## src/rtl/risc_v_defines.sv

```systemverilog
// Shared RISC-V core definitions: default widths, opcode constants, the
// canonical NOP encoding, the IF/ID stall FSM state type and helpers that
// classify which source registers an opcode actually reads.
package risc_v_defines;

  localparam int unsigned DEF_REG_WIDTH      = 32;
  localparam int unsigned DEF_REG_ADDR_WIDTH = 5;
  localparam int unsigned DEF_CNT_WIDTH      = 16;
  localparam int unsigned OPC_WIDTH          = 7;

  typedef logic [OPC_WIDTH-1:0] opcode_t;

  localparam opcode_t OPC_LOAD  = 7'b0000011;
  localparam opcode_t OPC_LUI   = 7'b0110111;
  localparam opcode_t OPC_AUIPC = 7'b0010111;
  localparam opcode_t OPC_JAL   = 7'b1101111;
  localparam opcode_t OPC_R     = 7'b0110011;
  localparam opcode_t OPC_S     = 7'b0100011;
  localparam opcode_t OPC_B     = 7'b1100011;

  // addi x0, x0, 0
  localparam logic [DEF_REG_WIDTH-1:0] NOP_INST = 32'h0000_0013;

  typedef enum logic [0:0] {
    StRun,
    StBubble
  } if_id_state_e;

  // U-type and JAL carry immediate bits in the rs1 field.
  function automatic logic rs1_used(input opcode_t opc);
    return !((opc == OPC_LUI) || (opc == OPC_AUIPC) || (opc == OPC_JAL));
  endfunction

  // Only R, S and B formats encode a real rs2; elsewhere [24:20] is immediate.
  function automatic logic rs2_used(input opcode_t opc);
    return (opc == OPC_R) || (opc == OPC_S) || (opc == OPC_B);
  endfunction

endpackage

```

## src/rtl/hazard_detect.sv

```systemverilog
// Load-use hazard detector (purely combinational).
// Ports:
//   i_if_id_valid  - IF/ID holds a real instruction
//   i_id_ex_opcode - opcode of the instruction in ID/EX
//   i_id_ex_rd     - destination register of the instruction in ID/EX
//   i_if_id_opcode - opcode of the instruction in IF/ID
//   i_if_id_rs1    - rs1 field of the instruction in IF/ID
//   i_if_id_rs2    - rs2 field of the instruction in IF/ID
//   o_hazard       - ID/EX load produces a register IF/ID reads
module hazard_detect
  import risc_v_defines::*;
#(
  parameter int unsigned REG_ADDR_WIDTH = DEF_REG_ADDR_WIDTH
) (
  input  logic                      i_if_id_valid,
  input  logic [OPC_WIDTH-1:0]      i_id_ex_opcode,
  input  logic [REG_ADDR_WIDTH-1:0] i_id_ex_rd,
  input  logic [OPC_WIDTH-1:0]      i_if_id_opcode,
  input  logic [REG_ADDR_WIDTH-1:0] i_if_id_rs1,
  input  logic [REG_ADDR_WIDTH-1:0] i_if_id_rs2,
  output logic                      o_hazard
);

  logic w_ex_is_load;
  logic w_rd_nonzero;
  logic w_rs1_match;
  logic w_rs2_match;

  assign w_ex_is_load = (i_id_ex_opcode == OPC_LOAD);
  // x0 is hardwired to zero, so a load into it never creates a dependency.
  assign w_rd_nonzero = (i_id_ex_rd != '0);
  // Only compare fields that the opcode really decodes as registers.
  assign w_rs1_match  = rs1_used(i_if_id_opcode) && (i_id_ex_rd == i_if_id_rs1);
  assign w_rs2_match  = rs2_used(i_if_id_opcode) && (i_id_ex_rd == i_if_id_rs2);

  assign o_hazard = i_if_id_valid && w_ex_is_load && w_rd_nonzero &&
                    (w_rs1_match || w_rs2_match);

endmodule

```

## src/rtl/if_id_hazard_unit.sv

```systemverilog
// IF/ID pipeline register with load-use stall and branch-flush control.
// Ports:
//   clk, reset_n          - clock, asynchronous active-low reset
//   pc_in, inst_in        - PC and instruction word from fetch
//   ID_EX_inst_opcode     - opcode currently in ID/EX
//   ID_EX_rd              - destination register currently in ID/EX
//   ID_EX_pc_sel          - branch/jump taken in EX (flush request)
//   IF_ID_pc, IF_ID_inst  - registered PC and instruction
//   IF_ID_inst_opcode/rd/rs1/rs2 - field slices of IF_ID_inst
//   IF_ID_valid           - IF/ID holds a real instruction
//   pc_write_en           - PC update enable (0 holds fetch during a stall)
//   ctr_sel               - 1 passes decode controls into ID/EX, 0 inserts a bubble
//   stall_cnt, flush_cnt  - saturating event counters
module if_id_hazard_unit
  import risc_v_defines::*;
#(
  parameter int unsigned REG_WIDTH      = DEF_REG_WIDTH,
  parameter int unsigned REG_ADDR_WIDTH = DEF_REG_ADDR_WIDTH,
  parameter int unsigned CNT_WIDTH      = DEF_CNT_WIDTH
) (
  input  logic                      clk,
  input  logic                      reset_n,
  input  logic [REG_WIDTH-1:0]      pc_in,
  input  logic [REG_WIDTH-1:0]      inst_in,
  input  logic [6:0]                ID_EX_inst_opcode,
  input  logic [REG_ADDR_WIDTH-1:0] ID_EX_rd,
  input  logic                      ID_EX_pc_sel,
  output logic [REG_WIDTH-1:0]      IF_ID_pc,
  output logic [REG_WIDTH-1:0]      IF_ID_inst,
  output logic [6:0]                IF_ID_inst_opcode,
  output logic [REG_ADDR_WIDTH-1:0] IF_ID_rd,
  output logic [REG_ADDR_WIDTH-1:0] IF_ID_rs1,
  output logic [REG_ADDR_WIDTH-1:0] IF_ID_rs2,
  output logic                      IF_ID_valid,
  output logic                      pc_write_en,
  output logic                      ctr_sel,
  output logic [CNT_WIDTH-1:0]      stall_cnt,
  output logic [CNT_WIDTH-1:0]      flush_cnt
);

  localparam logic [CNT_WIDTH-1:0] CntOne = {{(CNT_WIDTH-1){1'b0}}, 1'b1};

  if_id_state_e r_state;
  if_id_state_e w_state_next;

  logic [REG_WIDTH-1:0] r_pc;
  logic [REG_WIDTH-1:0] r_inst;
  logic                 r_valid;
  logic [CNT_WIDTH-1:0] r_stall_cnt;
  logic [CNT_WIDTH-1:0] r_flush_cnt;

  logic w_hazard;
  logic w_hold;
  logic w_stall_evt;

  assign IF_ID_pc          = r_pc;
  assign IF_ID_inst        = r_inst;
  assign IF_ID_valid       = r_valid;
  assign IF_ID_inst_opcode = r_inst[6:0];
  assign IF_ID_rd          = r_inst[7 +: REG_ADDR_WIDTH];
  assign IF_ID_rs1         = r_inst[15 +: REG_ADDR_WIDTH];
  assign IF_ID_rs2         = r_inst[20 +: REG_ADDR_WIDTH];
  assign stall_cnt         = r_stall_cnt;
  assign flush_cnt         = r_flush_cnt;

  hazard_detect #(
    .REG_ADDR_WIDTH (REG_ADDR_WIDTH)
  ) u_hazard_detect (
    .i_if_id_valid  (r_valid),
    .i_id_ex_opcode (ID_EX_inst_opcode),
    .i_id_ex_rd     (ID_EX_rd),
    .i_if_id_opcode (IF_ID_inst_opcode),
    .i_if_id_rs1    (IF_ID_rs1),
    .i_if_id_rs2    (IF_ID_rs2),
    .o_hazard       (w_hazard)
  );

  // State register
  always_ff @(posedge clk or negedge reset_n) begin
    if (!reset_n) begin
      r_state <= StRun;
    end else begin
      r_state <= w_state_next;
    end
  end

  // Next state: flush wins; BUBBLE always returns to RUN because ID/EX still
  // shows the stalled load and re-detecting would stall a second time.
  always_comb begin
    w_state_next = r_state;
    if (ID_EX_pc_sel) begin
      w_state_next = StRun;
    end else begin
      unique case (r_state)
        StRun:    if (w_hazard) w_state_next = StBubble;
        StBubble: w_state_next = StRun;
        default:  w_state_next = StRun;
      endcase
    end
  end

  // Outputs: flush squashes ID but lets the PC take the branch target.
  always_comb begin
    ctr_sel     = 1'b1;
    pc_write_en = 1'b1;
    w_hold      = 1'b0;
    w_stall_evt = 1'b0;
    if (ID_EX_pc_sel) begin
      ctr_sel = 1'b0;
    end else if ((r_state == StRun) && w_hazard) begin
      ctr_sel     = 1'b0;
      pc_write_en = 1'b0;
      w_hold      = 1'b1;
      w_stall_evt = 1'b1;
    end
  end

  // IF/ID register. On flush the PC is left as-is; only valid/inst matter.
  always_ff @(posedge clk or negedge reset_n) begin
    if (!reset_n) begin
      r_pc    <= '0;
      r_inst  <= REG_WIDTH'(NOP_INST);
      r_valid <= 1'b0;
    end else if (ID_EX_pc_sel) begin
      r_inst  <= REG_WIDTH'(NOP_INST);
      r_valid <= 1'b0;
    end else if (!w_hold) begin
      r_pc    <= pc_in;
      r_inst  <= inst_in;
      r_valid <= 1'b1;
    end
  end

  // Saturating event counters
  always_ff @(posedge clk or negedge reset_n) begin
    if (!reset_n) begin
      r_stall_cnt <= '0;
      r_flush_cnt <= '0;
    end else begin
      if (w_stall_evt && (r_stall_cnt != '1)) begin
        r_stall_cnt <= r_stall_cnt + CntOne;
      end
      if (ID_EX_pc_sel && (r_flush_cnt != '1)) begin
        r_flush_cnt <= r_flush_cnt + CntOne;
      end
    end
  end

endmodule

```

## config.mk

```make
export PLATFORM = sky130hd
export DESIGN_NAME = if_id_hazard_unit
export DESIGN_NICKNAME = d
export VERILOG_FILES = /design/src/rtl/risc_v_defines.sv /design/src/rtl/hazard_detect.sv /design/src/rtl/if_id_hazard_unit.sv
export SDC_FILE = /design/constraint.sdc
export NUM_CORES = 1
export LEC_CHECK = 0
export ABC_AREA = 1
export CORE_ASPECT_RATIO = 1.25
export CORE_MARGIN = 5
export CORE_UTILIZATION = 31
export DETAILED_ROUTE_END_ITERATION = 7
export DONT_BUFFER_PORTS = 1
export SKIP_LAST_GASP = 1
export SLEW_MARGIN = 15
export SYNTH_ARGS = -nofsm -noshare
export SYNTH_HDL_FRONTEND = slang
export SYNTH_SLANG_ARGS = --single-unit
```

## constraint.sdc

```tcl
create_clock -name clk -period 2 [get_ports clk]
set_input_delay 0.4 -clock clk [delete_from_list [all_inputs] [get_ports clk]]
set_output_delay 0.4 -clock clk [all_outputs]
set_load 0.01 [all_outputs]
```

Word level (Yosys, flattened, before mapping)
Cells that the tools add are included.
Word-level totals
  output and inout bits: 121
  flip-flop bits (word level): 98
  input bits: 79
  word-level logic and storage cells: 51
Cells by class
  bitwise logic cells: 3
  multiplexer cells: 12
  reduce and logical (&&, ||, !) cells: 16
  add/subtract/negate cells: 2
  eq/ne operators: 12
Operator list (count)
  32-bit two-way mux: 2
  16-bit by 1-bit adder with 16-bit output, second input constant: 2
  16-bit inequality test, second input constant: 2
  7-bit by 6-bit equality test with 1-bit output, second input constant: 3
  7-bit equality test, second input constant: 2
  5-bit equality test: 2
  1-bit two-way mux: 9
  1-bit logical AND: 8
  7-bit by 2-bit equality test with 1-bit output, second input constant: 1
  7-bit by 5-bit equality test with 1-bit output, second input constant: 1
  1-bit logical OR: 5
  5-bit nonzero test: 1
  1-bit inverter: 3
  2-bit inequality test, second input constant: 1
  1-bit one-hot mux with 2 select lines: 1
  2-bit AND reduction: 1
  1-bit logical NOT: 1

Logic depth before layout (Yosys ltp)
  depth in word-level cells: 12
  mapped depth: 15
  mapped depth without buffers: 14

Cells and area by module
A second synthesis with hierarchy kept.
Unflattened totals
  cell total of the unflattened synthesis: 569
  area, all modules: 4753.3 µm²
By module, submodules not included
  if_id_hazard_unit: cells each 517, times used 1, area an instance 4505.6 µm²
  hazard_detect: cells each 52, times used 1, area an instance 247.7 µm²

Least setup slack after synthesis
OpenSTA, ideal clock, no wires.
  kind: register to output
  start: register r_inst[1] (netlist: IF_ID_inst[1])
  end: output ctr_sel
  arrival: 1465 ps
  buffers on the path: 2
  required time: 1600 ps
  stages on the path, launching flop included: 13
  slack: 135 ps
  cell sequence: dfstp_2 -> nand2_1 -> nor2_1 -> nand2_1 -> nor2_1 -> nor2_1 -> nand2_1 -> nand2_2 -> nand2_2 -> nand2_4 -> inv_2 -> buf_6 -> buf_6
Between the ends
  word-level cells in the longest chain between the ends: 10
RTL lines
  start, declared: RTL line if_id_hazard_unit.sv:47  | logic [REG_WIDTH-1:0] r_inst;
  start signal, assigned: RTL line if_id_hazard_unit.sv:122  | r_inst <= REG_WIDTH'(NOP_INST);
  start signal, assigned: RTL line if_id_hazard_unit.sv:125  | r_inst <= REG_WIDTH'(NOP_INST);
  start signal, assigned: RTL line if_id_hazard_unit.sv:129  | r_inst <= inst_in;
  7-bit by 6-bit equality test with 1-bit output or 7-bit by 5-bit equality test with 1-bit output (tied branches): RTL line risc_v_defines.sv:31  | return !((opc == OPC_LUI) || (opc == OPC_AUIPC) || (opc == OPC_JAL));
  1-bit logical OR (2 in a row): RTL line risc_v_defines.sv:31
  1-bit logical NOT: RTL line risc_v_defines.sv:31
  1-bit logical AND: RTL line hazard_detect.sv:33  | assign w_rs1_match = rs1_used(i_if_id_opcode) && (i_id_ex_rd == i_if_id_rs1);
  1-bit logical OR (*): RTL line hazard_detect.sv:37  | (w_rs1_match || w_rs2_match);
  1-bit logical AND (*): RTL line hazard_detect.sv:36  | assign o_hazard = i_if_id_valid && w_ex_is_load && w_rd_nonzero &&
  1-bit logical AND (*): RTL line if_id_hazard_unit.sv:110  | end else if ((r_state == StRun) && w_hazard) begin
  1-bit two-way mux (*): RTL line if_id_hazard_unit.sv:110
  1-bit two-way mux (*): RTL line if_id_hazard_unit.sv:108  | if (ID_EX_pc_sel) begin
  end, declared: RTL line if_id_hazard_unit.sv:36  | output logic ctr_sel,
Mark *: on every way between the ends. The rest lies on a longest branch, timed or not.

Final worst setup path
  start: register r_inst[0] (netlist: IF_ID_inst[0])
  end: output pc_write_en
Between the ends
  word-level cells in the longest chain between the ends: 10
RTL lines
  7-bit by 6-bit equality test with 1-bit output or 7-bit by 5-bit equality test with 1-bit output (tied branches): RTL line risc_v_defines.sv:31
  1-bit logical OR (2 in a row): RTL line risc_v_defines.sv:31
  1-bit logical NOT: RTL line risc_v_defines.sv:31
  1-bit logical AND: RTL line hazard_detect.sv:33
  1-bit logical OR (*): RTL line hazard_detect.sv:37
  1-bit logical AND (*): RTL line hazard_detect.sv:36
  1-bit logical AND (*): RTL line if_id_hazard_unit.sv:110
  1-bit two-way mux (*): RTL line if_id_hazard_unit.sv:110
  1-bit two-way mux (*): RTL line if_id_hazard_unit.sv:108
  end, declared: RTL line if_id_hazard_unit.sv:35  | output logic pc_write_en,
Marked as above.

==> qor.yml <==
sta:
  worst_slew_margin_rel: 0.783
  fin_ws_ps: -37.8
  fin_skew_ps: 12.8
  hold_ws_ps: -256
  min_period_over_period: 1.02
  finalMaxSlewViolations: 0
  worst_slew_pin_slew_ps: 326
  number_of_hold_violations_in_the_final_report: 98
  setup-violations-final: 2
  rsz_0062_raised_after_global_routing: "yes"
  max_freq_mhz: 491
  timing.setup.tns_ps: -41.6
  min_period_ps: 2040
logic_synthesis:
  synth_cell_types: 27
  ys_warn_count: 0
  count_of_flip_flops_with_a_built_in_enable_after_synthesis: 0
  post_synthesis_net_count: 650
  synthFlopType: "dfrtp_1"
  syn-cell-area_um2: 4670
  synth-async-reset-ratio: 1.00
  synthesis.instances: 569
  synth-seq-cells: 98
  sequential_cell_area_fraction_in_the_yosys_report: 0.526
  syn_avg_cell_area_um2: 8.21
global_routing:
  groute.usage.overall: 0.136
  number_of_global_route_vias_before_repair: 3633
  gr-total-overflow: 0
  antenna_found_initial: 1
  grt_first_pass_wirelength_um: 19000
  grt_max_degree: 99
placement:
  gp_congestion: 0.781
  io_buffer_count: 0
  detailed_place_hpwl_um: 8670
  postPlaceCellArea_um2: 4860
  place_worst_setup_slack_ps: 207
run_status:
  violations: "hold timing, setup timing"
  run_status: "finished with violations"
worst_setup_path:
  r2r_start: "IF_ID_inst[0]"
  critPathKind: "register to output pin"
  critPathSlowestCell: "dfstp_2"
  worstPathCellList: "nand3_2 > nor3_2 > nand2_1 > nand2_2 > nand2_4 > nor2_4 > clkinv_4"
  cp_slowest_stage_delay_ps: 550
  cp_capture_type: "output pin"
  cp_data_arrival_time_ps: 1640
  worst_setup_path_end: "pc_write_en"
  cp-startpoint: "IF_ID_inst[0]"
  cp_max_fo: 7
  reg2reg_depth: 10
  reg2reg_slack_ps: 210
  required_ps: 1600
  worstReg2RegEnd: "IF_ID_inst[13]"
  cp-start-kind: "register"
die:
  overall_die_area_um2: 17600
  placeableCoreArea_um2: 14900
  rows: 50
  die_w_um: 120
  initial_core_util: 0.314
  chipHeight_um: 147
  ios: 200
clock_network:
  clk_latency_ps: 350
  clock-sinks: 98
  cts.clk_slew.worst_paths_ps: 70
  cts_tree: "done"
  htree_num_levels: 3
  numCtsBuffers: 9
  cts_buffer_depth: 2
  clock_tree.root_cell: "clkbuf_16"
finish:
  post_route_cells_drive_above_1_share: 0.119
  final_design_area_no_fill_um2: 5280
  diodes: 0
  synthToLayoutAreaGrowth_pct: 13.0
  layout.core_utilization: 0.355
  mostFrequentLayoutCell: "nand2_1"
  final_cell_mix: "nand2_1, dfrtp_1, nor2_1, inv_1, buf_4"
  finish.net_count: 656
detailed_routing:
  detail_route.wl_per_cell_um: 15.3
  vias_per_cell: 4.76
  detail_route.drc_violations: 0
  ant_nets: 0
  detail_route.first_pass.iterations: 4
  drt_wl_total_um: 11700
  routed-via-count: 3627
  number_of_drc_markers_after_the_initial_detailed_route_iteration: 161
power:
  power_density_nw_per_um2: 901
  ir_worst_vdd_uv: 537
  total_leakage_power_uw: 0.00271
worst_hold_path:
  holdCritPathClass: "input port to async pin"
run:
  max_cap_viol_count: 0
## cells in the mapped netlist (2+ instances only)
cell,n,share of area
nor3_1,6,0.0064
nor2_1,39,0.031
nand4_1,16,0.021
o21ai_0,4,0.0043
dfrtp_1,95,0.51
nand3_1,15,0.016
dfstp_2,3,0.017
o21ai_1,3,0.0032
nand3b_1,10,0.016
inv_2,3,0.0024
nor3b_1,2,0.0032
ha_1,2,0.0054
buf_2,6,0.0064
nand2_1,266,0.21
xnor2_1,14,0.026
nand2_2,3,0.0040
buf_6,6,0.014
buf_4,26,0.042
nor4_1,2,0.0027
xor2_1,9,0.017
inv_1,33,0.027
## layout make-up
type	instances	area [µm²]
timing repair buffer	34	280
tap	182	228
fill	1552	9610
multi-input combinational	396	1820
inverter	36	148
sequential	98	2460
clock inverter	5	108
clock buffer	11	243
## sequential cells by signal, summed over array words and instances (netlist names)
| signal | count |
|---|---|
| IF_ID_inst | 32 |
| IF_ID_pc | 32 |
| flush_cnt | 16 |
| stall_cnt | 16 |
| IF_ID_valid | 1 |
| r_state | 1 |
## how the worst min path moves through the flow
stage | depth (start not counted) | startpoint | slack [ps] | to
after floorplan | 0 | reset_n | 100 | IF_ID_inst[10]
after global placement | 0 | reset_n | 110 | IF_ID_inst[11]
after detailed placement | 0 | reset_n | 110 | IF_ID_inst[11]
after CTS | 0 | reset_n | -280 | IF_ID_inst[21]
after global routing | 0 | reset_n | -280 | IF_ID_inst[21]
final | 0 | reset_n | -260 | IF_ID_inst[21]
## critical path, delay by kind of cell, from the launching register on
kind | cells | cell delay (ps)
simple gates | 6 | 630
buf+inv | 1 | 110
flops | 1 | 550
## power by group
| part | leakage (µW) | switching (µW) | internal [µW] |
|---|---|---|---|
| sequential | 0.00125 | 233 | 2140 |
| combinational | 0.00130 | 202 | 161 |
| clock | 0.000171 | 759 | 1270 |
| total | 0.00271 | 1190 | 3560 |
## per-stage QoR
step / cells / total power, µW
detailed placement: 743 / 2770
global placement: 743 / 2760
finish: 762 / 4760
global route: 762 / 5000
floorplan: 569 / 2660
CTS: 760 / 4830
## what timing repair did
item | 4_1_cts | 5_1_grt
resized for setup | 8 | 7
buffers inserted | 1 | 2
endpoints found under the setup margin | 2 | 14
endpoints found under the hold margin | 98 | 98
pin swaps | 5 | 10
## metal layers
| layer | vias up | share of wire | wire length (µm) | global-route usage |
|---|---|---|---|---|
| met5 | - | 0.0011 | 13 | 0 |
| met4 | 2 | 0.023 | 267 | 0.0648 |
| met3 | 22 | 0.074 | 863 | 0.0493 |
| met2 | 161 | 0.50 | 5860 | 0.230 |
| met1 | 1692 | 0.40 | 4680 | 0.152 |
| li1 | 1750 | - | - | - |
## logic make-up after synthesis
| group | Yosys count | share of synthesized area |
|---|---|---|
| simple gates | 362 | 0.323 |
| flops | 98 | 0.526 |
| xor+xnor | 23 | 0.0431 |
| buf+inv | 75 | 0.0924 |
| fa+ha+maj | 2 | 0.00536 |
| compound gates | 9 | 0.0102 |
(Power assumes the default switching activity.)
